`src/rtl/timer_reload_ctrl.sv`:
```
// rtl/timer_reload_ctrl.sv - CPU/timer bus bridge with mtimecmp auto-reload engine
// and a pending/enable interrupt register.
module timer_reload_ctrl (
    input  logic        clk,
    input  logic        rst,
    input  logic [31:0] cpu_address,
    input  logic [31:0] cpu_write_data,
    input  logic        cpu_write_enable,
    output logic [31:0] cpu_read_data,
    output logic        cpu_stall,
    output logic [31:0] tmr_address,
    output logic [31:0] tmr_write_data,
    output logic        tmr_write_enable,
    input  logic [31:0] tmr_read_data,
    input  logic        tmr_interrupt,
    output logic        irq
);
    localparam logic [31:0] TMR_BASE    = 32'hFFFF_0000;
    localparam logic [31:0] TMR_LAST    = 32'hFFFF_000C;
    localparam logic [31:0] CMP_LO_ADDR = 32'hFFFF_0008;
    localparam logic [31:0] CMP_HI_ADDR = 32'hFFFF_000C;
    localparam logic [31:0] CTRL_ADDR   = 32'hFFFF_0010;
    localparam logic [31:0] PERIOD_ADDR = 32'hFFFF_0014;

    typedef enum logic [2:0] {
        IDLE,
        RD_LO,
        RD_HI,
        WR_LO_MAX,
        WR_HI,
        WR_LO
    } state_t;

    state_t      state_q, state_d;
    logic        reload_en_q, reload_en_d;
    logic        irq_en_q, irq_en_d;
    logic        pending_q, pending_d;
    logic [31:0] period_q, period_d;
    logic [31:0] per_q, per_d;
    logic [31:0] lo_q, lo_d;
    logic [31:0] hi_q, hi_d;

    logic        in_window;
    logic        ctrl_hit;
    logic        period_hit;
    logic        busy;
    logic        cpu_tmr_write;
    logic        ctrl_write;
    logic        start;
    logic [63:0] sum;

    always_comb begin
        in_window     = (cpu_address >= TMR_BASE) && (cpu_address <= TMR_LAST);
        ctrl_hit      = (cpu_address == CTRL_ADDR);
        period_hit    = (cpu_address == PERIOD_ADDR);
        busy          = (state_q != IDLE);
        cpu_tmr_write = cpu_write_enable && in_window;
        ctrl_write    = cpu_write_enable && ctrl_hit;
        // A CPU timer write in the detection cycle wins; the engine re-evaluates next cycle.
        start         = (state_q == IDLE) && tmr_interrupt && reload_en_q &&
                        (period_q != 32'd0) && !cpu_tmr_write;
        sum           = {hi_q, lo_q} + {32'd0, per_q};
    end

    always_comb begin
        state_d = state_q;
        per_d   = per_q;
        lo_d    = lo_q;
        hi_d    = hi_q;
        unique case (state_q)
            IDLE: begin
                if (start) begin
                    state_d = RD_LO;
                    per_d   = period_q;
                end
            end
            RD_LO: begin
                lo_d    = tmr_read_data;
                state_d = RD_HI;
            end
            RD_HI: begin
                hi_d    = tmr_read_data;
                state_d = WR_LO_MAX;
            end
            WR_LO_MAX: state_d = WR_HI;
            WR_HI:     state_d = WR_LO;
            WR_LO:     state_d = IDLE;
            default:   state_d = IDLE;
        endcase
    end

    always_comb begin
        tmr_address      = cpu_address;
        tmr_write_data   = cpu_write_data;
        tmr_write_enable = 1'b0;
        unique case (state_q)
            IDLE: begin
                tmr_write_enable = cpu_tmr_write && rst;
            end
            RD_LO: begin
                tmr_address    = CMP_LO_ADDR;
                tmr_write_data = 32'd0;
            end
            RD_HI: begin
                tmr_address    = CMP_HI_ADDR;
                tmr_write_data = 32'd0;
            end
            // Parking the low word at all-ones keeps mtimecmp from dipping below mtime
            // while the high word is being replaced.
            WR_LO_MAX: begin
                tmr_address      = CMP_LO_ADDR;
                tmr_write_data   = 32'hFFFF_FFFF;
                tmr_write_enable = 1'b1;
            end
            WR_HI: begin
                tmr_address      = CMP_HI_ADDR;
                tmr_write_data   = sum[63:32];
                tmr_write_enable = 1'b1;
            end
            WR_LO: begin
                tmr_address      = CMP_LO_ADDR;
                tmr_write_data   = sum[31:0];
                tmr_write_enable = 1'b1;
            end
            default: begin
                tmr_address    = cpu_address;
                tmr_write_data = cpu_write_data;
            end
        endcase
    end

    always_comb begin
        cpu_read_data = 32'd0;
        if (in_window) begin
            cpu_read_data = busy ? 32'd0 : tmr_read_data;
        end else if (ctrl_hit) begin
            cpu_read_data = {29'd0, pending_q, irq_en_q, reload_en_q};
        end else if (period_hit) begin
            cpu_read_data = period_q;
        end
        cpu_stall = busy && in_window;
        irq       = pending_q && irq_en_q;
    end

    always_comb begin
        reload_en_d = reload_en_q;
        irq_en_d    = irq_en_q;
        period_d    = period_q;
        pending_d   = pending_q;
        if (ctrl_write) begin
            reload_en_d = cpu_write_data[0];
            irq_en_d    = cpu_write_data[1];
            if (cpu_write_data[2]) begin
                pending_d = 1'b0;
            end
        end
        if (cpu_write_enable && period_hit) begin
            period_d = cpu_write_data;
        end
        // Set beats a simultaneous write-1-to-clear.
        if (start || (!reload_en_q && tmr_interrupt)) begin
            pending_d = 1'b1;
        end
    end

    always_ff @(posedge clk or negedge rst) begin
        if (!rst) begin
            state_q     <= IDLE;
            reload_en_q <= 1'b0;
            irq_en_q    <= 1'b0;
            pending_q   <= 1'b0;
            period_q    <= 32'd0;
            per_q       <= 32'd0;
            lo_q        <= 32'd0;
            hi_q        <= 32'd0;
        end else begin
            state_q     <= state_d;
            reload_en_q <= reload_en_d;
            irq_en_q    <= irq_en_d;
            pending_q   <= pending_d;
            period_q    <= period_d;
            per_q       <= per_d;
            lo_q        <= lo_d;
            hi_q        <= hi_d;
        end
    end
endmodule

```
`config.mk`:
```
export PLATFORM = sky130hd
export DESIGN_NAME = timer_reload_ctrl
export DESIGN_NICKNAME = d
export VERILOG_FILES = /design/src/rtl/timer_reload_ctrl.sv
export SDC_FILE = /design/constraint.sdc
export NUM_CORES = 1
export LEC_CHECK = 0
export ABC_AREA = 1
export BUFFER_PORTS_ARGS = -buffer_cell sky130_fd_sc_hd__buf_2
export CAP_MARGIN = 25
export CORE_ASPECT_RATIO = 1.2
export CORE_MARGIN = 3
export CORE_UTILIZATION = 45
export CTS_CLUSTER_DIAMETER = 30
export DETAILED_ROUTE_END_ITERATION = 12
export PLACE_DENSITY_LB_ADDON = 0.1
export SYNTH_ARGS = -nofsm -noshare
export SYNTH_HDL_FRONTEND = slang
export SYNTH_SLANG_ARGS = --single-unit
```
`constraint.sdc`:
```
create_clock -name clk -period 3.7 [get_ports clk]
set_clock_uncertainty 0.1 [all_clocks]
set_input_delay 0.74 -clock clk [delete_from_list [all_inputs] [get_ports clk]]
set_output_delay 0.74 -clock clk [all_outputs]
set_load 0.005 [all_outputs]
```
==> results.py, run 1 <==
metrics = {
    "finish": {
        "drive_above_1_share": 0.204,
        "area_delta_synth_final_pct": 20.9,
        "finalNetCount": 2047,
        "n_antenna_cell": 0,
        "fillCellCount": 2419,
        "final_cells": 2240,
        "multi_input_area_um2": 6110,
        "ff_latch_area_um2": 3350,
    },
    "synth": {
        "synth_ff_type": "dfrtp_1",
        "synthesis.area_um2": 10700,
        "synthCells": 1725,
        "synth_edf_count": 0,
        "ys_ff_latch": 134,
        "yosysTopAreaCellShare": 0.314,
        "synth.avg_cell_area_um2": 6.19,
        "synth.distinct_cells": 43,
        "synthArstFlopShare": 1.00,
        "synthTopCellsByArea": "dfrtp_1, nand2_1, inv_1",
        "yosys_warnings": 0,
        "syn_nets": 1858,
        "synth_top_cells_by_count": "nand2_1, inv_1, dfrtp_1",
        "yosys.area.top_type": "dfrtp_1",
        "synth_most_common_cell": "nand2_1",
        "seq_area_frac_synth": 0.314,
    },
    "grt": {
        "grt_first_pass_wirelength_mm": 63.6,
        "track_usage": 0.320,
        "overflow": 0,
        "grt_pass1_vias": 11200,
        "grt_max_degree": 107,
        "antenna_found_initial": 0,
    },
    "sta": {
        "rsz0062_at_grt": "yes",
        "relSlewSlack": 0.542,
        "fin_crit_ns": 3.67,
        "fin_crit_sh": 0.991,
        "setup_ws_ns": 0.0328,
        "tns_ns": 0,
        "fmax_mhz": 273,
        "drv_slew": 0,
        "hold_violations": 0,
        "worst_pin_slew_ns": 0.688,
        "setup_violations": 0,
    },
    "detailed_routing": {
        "detail-route-antenna-nets": 0,
        "drtPass1Iterations": 6,
        "vias": 11600,
        "remaining_drc_errors": 0,
        "viasPerCell": 5.19,
        "wl_per_cell_um": 18.5,
        "drt_iter0_drc": 901,
        "postRouteWirelength_mm": 41.4,
    },
    "floorplanning": {
        "coreArea_um2": 23300,
        "ios": 199,
        "die_x_um": 147,
        "dieArea_um2": 25600,
        "core.rowCount": 61,
        "start_util": 0.459,
        "fp.dieH_um": 175,
    },
    "setup_path": {
        "path_class": "reg2out",
        "crit_chain": "ha_2 > nand2_1 > nor2_2 > nand2_1 > nor3_2 > nand2_1 > nand2_1 > nand2_1 > nand3_1 > nand4_1 > buf_2",
        "cp_data_required_time_ns": 2.86,
        "cp_slowest_stage_delay_ns": 0.40,
        "cp_max_fo": 5,
        "worstPathArrival_ns": 2.83,
        "endpoint_kind": "output port",
        "cp-start-kind": "register",
        "r2r_cells": 7,
        "critPathSlowestCell": "dfrtp_1",
        "crit_top_cell": "nand2_1",
    },
    "cts": {
        "cts_tree": "done",
        "path_clk_slew_ns": 0.07,
        "cts_buffers": 17,
        "htree_num_levels": 4,
        "cts_num_sinks": 134,
        "root_buffer": "clkbuf_16",
        "clockBufferDepth": 2,
        "cts_hold_buf": 0,
        "clk_latency_ns": 0.44,
    },
    "run_status": {
        "outcome": "completed",
    },
    "pwr": {
        "powerDensity_nw_per_um2": 292,
        "vdd_drop_max_v": 0.000270,
        "power.leakage_nw": 7.19,
    },
    "run": {
        "drv_cap": 0,
    },
    "placed_design": {
        "portBuffers": 198,
        "dp.cells": 2209,
        "place_congestion": 0.983,
        "dp.final_hpwl_mm": 33.0,
        "dp_slack_ns": 0.304,
    },
    "worst_hold_path": {
        "worstHoldPathType": "in2async",
    },
}
==> report_power, final <==
group          leakage [nW]  switching (mW)  internal, mW
Sequential             1.71          0.0507          1.50
Clock                 0.287           0.758          1.06
Combinational          5.19           0.249         0.148
Total                  7.19            1.06          2.71
==> metrics by stage <==
stage	power [mW]	hold slack (ns)	utilization	instance area (µm²)
after floorplan	1.74	0.344	-	10700
after global placement	1.95	0.364	0.513	11900
after detailed placement	1.95	0.368	0.513	11900
after CTS	3.76	0.0853	0.541	12600
after global routing	3.89	0.0994	0.555	12900
final	3.77	0.0834	0.555	12900
==> layer usage <==
layer / routed length [µm] / up-vias / global-route usage
li1: - / 5792 / -
met1: 18600 / 5384 / 0.436
met2: 19300 / 397 / 0.528
met3: 2390 / 55 / 0.0433
met4: 1100 / 0 / 0.103
met5: 0 / - / 0
==> worst max-delay path, delay by kind of cell (launching register included) <==
family	cells	cell delay [ns]
buf+inv	1	0.22
flops	1	0.40
fa+ha+maj	1	0.40
simple gates	9	1.36
==> cells by family after synthesis <==
logic type | Yosys count | share of synthesized area
adders and majority gates | 33 | 0.0394
and+or+nand+nor | 915 | 0.366
AOI/OAI and AO/OA | 252 | 0.132
buffers and inverters | 391 | 0.148
DFF | 134 | 0.314
==> cell type report <==
type	instances	share of cell area
inverter	345	0.101
multi-input combinational	1200	0.473
timing repair buffer	216	0.0896
tap	315	0.0305
clock inverter	13	0.0133
sequential	134	0.260
clock buffer	17	0.0329
==> cell usage in the layout, fill, tap and decap left out, drive strengths merged, types with 6 or more instances in the layout <==
cell | synthesis | layout
inv | 343 | 347
dfrtp | 134 | 134
o22ai | 29 | 29
ha | 32 | 32
nor4 | 8 | 8
nand4 | 45 | 45
nand2 | 578 | 578
nand3b | 11 | 11
nor3 | 25 | 25
clkinv | 2 | 6
o21ai | 156 | 156
nor2 | 128 | 128
nand3 | 115 | 115
clkbuf | 19 | 17
a21oi | 58 | 58
buf | 27 | 216
==> flip-flops by register name (all words and copies together), names as in the netlist <==
register	cells
hi_q	32
lo_q	32
per_q	32
period_q	32
state_q	3
irq_en_q	1
pending_q	1
reload_en_q	1
==> repair_timing <==
action	4_1_cts	5_1_grt
cloned	0	0
setup endpoints to repair	10	30
pin swaps	0	2
gates resized for setup	10	91
buffers inserted	0	1
==> path summary, 6_finish.rpt <==
kind	start	to	slack [ns]
hold / removal	rst	hi_q[23]$_DFFE_PN0P_	0.08
max in group asynchronous	rst	hi_q[13]$_DFFE_PN0P_	2.48
setup reg to reg	period_q[2]$_DFFE_PN0P_	per_q[29]$_DFFE_PN0P_	1.43
hold reg to reg	period_q[25]$_DFFE_PN0P_	period_q[25]$_DFFE_PN0P_	0.38
min in group clk	period_q[25]$_DFFE_PN0P_	period_q[25]$_DFFE_PN0P_	0.38
setup / recovery	per_q[25]$_DFFE_PN0P_	tmr_write_data[19]	0.03
Power figures use the tool's default switching activity.
==> run 2: changes to the inputs <==
--- a/config.mk
+++ b/config.mk
@@ -9,7 +9,7 @@
 export BUFFER_PORTS_ARGS = -buffer_cell sky130_fd_sc_hd__buf_2
 export CAP_MARGIN = 25
 export CORE_ASPECT_RATIO = 1.2
-export CORE_MARGIN = 3
+export CORE_MARGIN = 2
 export CORE_UTILIZATION = 45
 export CTS_CLUSTER_DIAMETER = 30
 export DETAILED_ROUTE_END_ITERATION = 12
==> results.py, run 2 (synthesis gave the netlist of run 1 again) <==
metrics = {
    "finish": {
        "n_antenna_cell": 0,
        "ff_latch_area_um2": 3360,
        "drive_above_1_share": 0.201,
        "layout_commonest_cell": "nand2_1",
        "fillCellCount": 2389,
        "final_cells": 2247,
        "area_delta_synth_final_pct": 21.3,
        "fin_area_um2": 13000,
        "finalNetCount": 2052,
        "multi_input_area_um2": 6090,
        "final_cell_mix": "nand2_1, inv_1, buf_2",
    },
    "detailed_routing": {
        "drt_iter0_drc": 885,
        "drtPass1Iterations": 5,
        "viasPerCell": 5.29,
        "detail-route-antenna-nets": 0,
        "postRouteWirelength_mm": 41.5,
        "vias": 11900,
        "remaining_drc_errors": 0,
        "wl_per_cell_um": 18.5,
    },
    "sta": {
        "tns_ns": 0,
        "fmax_mhz": 277,
        "rsz0062_at_grt": "yes",
        "setup_ws_ns": 0.0853,
        "fin_crit_sh": 0.977,
        "relSlewSlack": 0.431,
        "hold_violations": 0,
        "worst_pin_slew_ns": 0.853,
        "fin_crit_ns": 3.61,
        "drv_slew": 0,
        "setup_violations": 0,
    },
    "setup_path": {
        "worstPathArrival_ns": 2.77,
        "endpoint_kind": "output port",
        "cp-start-kind": "register",
        "cp_data_required_time_ns": 2.86,
        "endpoint": "tmr_write_data[7]",
        "r2r_cells": 8,
        "timing.rr.start": "period_q[16]$_DFFE_PN0P_",
        "timing.rr.end": "per_q[24]$_DFFE_PN0P_",
        "crit_start": "per_q[21]$_DFFE_PN0P_",
        "path_class": "reg2out",
        "cp_max_fo": 5,
        "ff2ff_setup_slack_ns": 1.50,
    },
    "grt": {
        "top_usage_layer": "met2",
        "overflow": 0,
        "grt_first_pass_wirelength_mm": 62.2,
        "track_usage": 0.332,
        "grt_pass1_vias": 11000,
        "antenna_found_initial": 0,
        "grt_max_degree": 67,
        "use_met3": 0.0634,
        "grtUsageMet1": 0.457,
        "use_met2": 0.530,
    },
    "floorplanning": {
        "core.rowCount": 61,
        "coreArea_um2": 23300,
        "die_x_um": 145,
        "ios": 199,
        "dieArea_um2": 25000,
        "start_util": 0.459,
        "fp.dieH_um": 173,
    },
    "pwr": {
        "power.leakage_nw": 7.25,
        "powerDensity_nw_per_um2": 292,
        "vdd_drop_max_v": 0.000270,
        "design_power_total_mw": 3.79,
    },
    "run_status": {
        "outcome": "completed",
    },
    "placed_design": {
        "dp.cells": 2211,
        "dp.final_hpwl_mm": 33.2,
        "portBuffers": 198,
        "dpl-instance-area_um2": 12000,
        "place_congestion": 1.03,
        "dp_slack_ns": 0.278,
    },
    "cts": {
        "path_clk_slew_ns": 0.06,
        "cts_buffers": 17,
        "root_buffer": "clkbuf_16",
        "cts_tree": "done",
        "clk_latency_ns": 0.44,
        "htree_num_levels": 4,
        "clockBufferDepth": 2,
        "cts_num_sinks": 134,
    },
    "worst_hold_path": {
        "worstHoldPathType": "reg2reg",
    },
    "run": {
        "drv_cap": 0,
    },
}
## run 2: changes by cell type in the layout (fill, tap and decap cells not counted), moves of 3 or more
cell	previous run	this run
buf_4	16	20
ha_1	10	14
a21oi_1	41	46
ha_2	17	13
a21oi_2	16	11
clkinv_4	3	0
## run 2: worst min path at each step
stage,startpoint,to,slack (ns),cells after the start
final,period_q[25]$_DFFE_PN0P_,period_q[25]$_DFFE_PN0P_,0.38,2
after global routing,period_q[26]$_DFFE_PN0P_,period_q[26]$_DFFE_PN0P_,0.39,2
after global placement,period_q[26]$_DFFE_PN0P_,period_q[26]$_DFFE_PN0P_,0.36,2
after detailed placement,period_q[27]$_DFFE_PN0P_,period_q[27]$_DFFE_PN0P_,0.37,2
after CTS,period_q[27]$_DFFE_PN0P_,period_q[27]$_DFFE_PN0P_,0.38,2
after floorplan,rst,hi_q[0]$_DFFE_PN0P_,0.34,0
## run 2: per-stage QoR
| stage | hold WS [ns] | util |
|---|---|---|
| after floorplan | 0.344 | - |
| after global placement | 0.364 | 0.514 |
| after detailed placement | 0.368 | 0.514 |
| after CTS | 0.384 | 0.544 |
| after global routing | 0.388 | 0.557 |
| final | 0.379 | 0.557 |
## run 2: timing repair
action                     4_1_cts  5_1_grt
pin swaps                        1        4
hold endpoints to repair         9        0
gates resized for setup         21       76
buffers inserted                 0        3
hold buffers                     1        0
cloned                           0        0
setup endpoints to repair       16       32
## run 2: cell type report
type | instances | share of cell area
Timing Repair Buffer | 221 | 0.0924
Tap cell | 315 | 0.0304
Multi-Input combinational cell | 1200 | 0.470
Sequential cell | 134 | 0.259
Clock buffer | 19 | 0.0350
Clock inverter | 13 | 0.0130
Inverter | 345 | 0.100
## run 2: critical path, cell delays in order (launching register included)
cell and delay (ns):
dfrtp_1 0.39, ha_2 0.40, nand2_1 0.13, nor2_2 0.26
nand2_1 0.15, inv_1 0.10, nand3_1 0.09, nand3_2 0.18
nand2_1 0.13, nand2_1 0.08, nand2_1 0.05, nand3_1 0.12
nand4_1 0.10, buf_2 0.16
## run 2: layer usage
layer	vias up	wire, µm
li1	5803	-
met1	5582	18200
met2	439	19500
met3	59	2680
met4	0	1130
met5	-	0
## run 2: where the power goes
group	internal (mW)	switching [mW]
Clock	1.11	0.732
Combinational	0.148	0.248
Sequential	1.50	0.0507
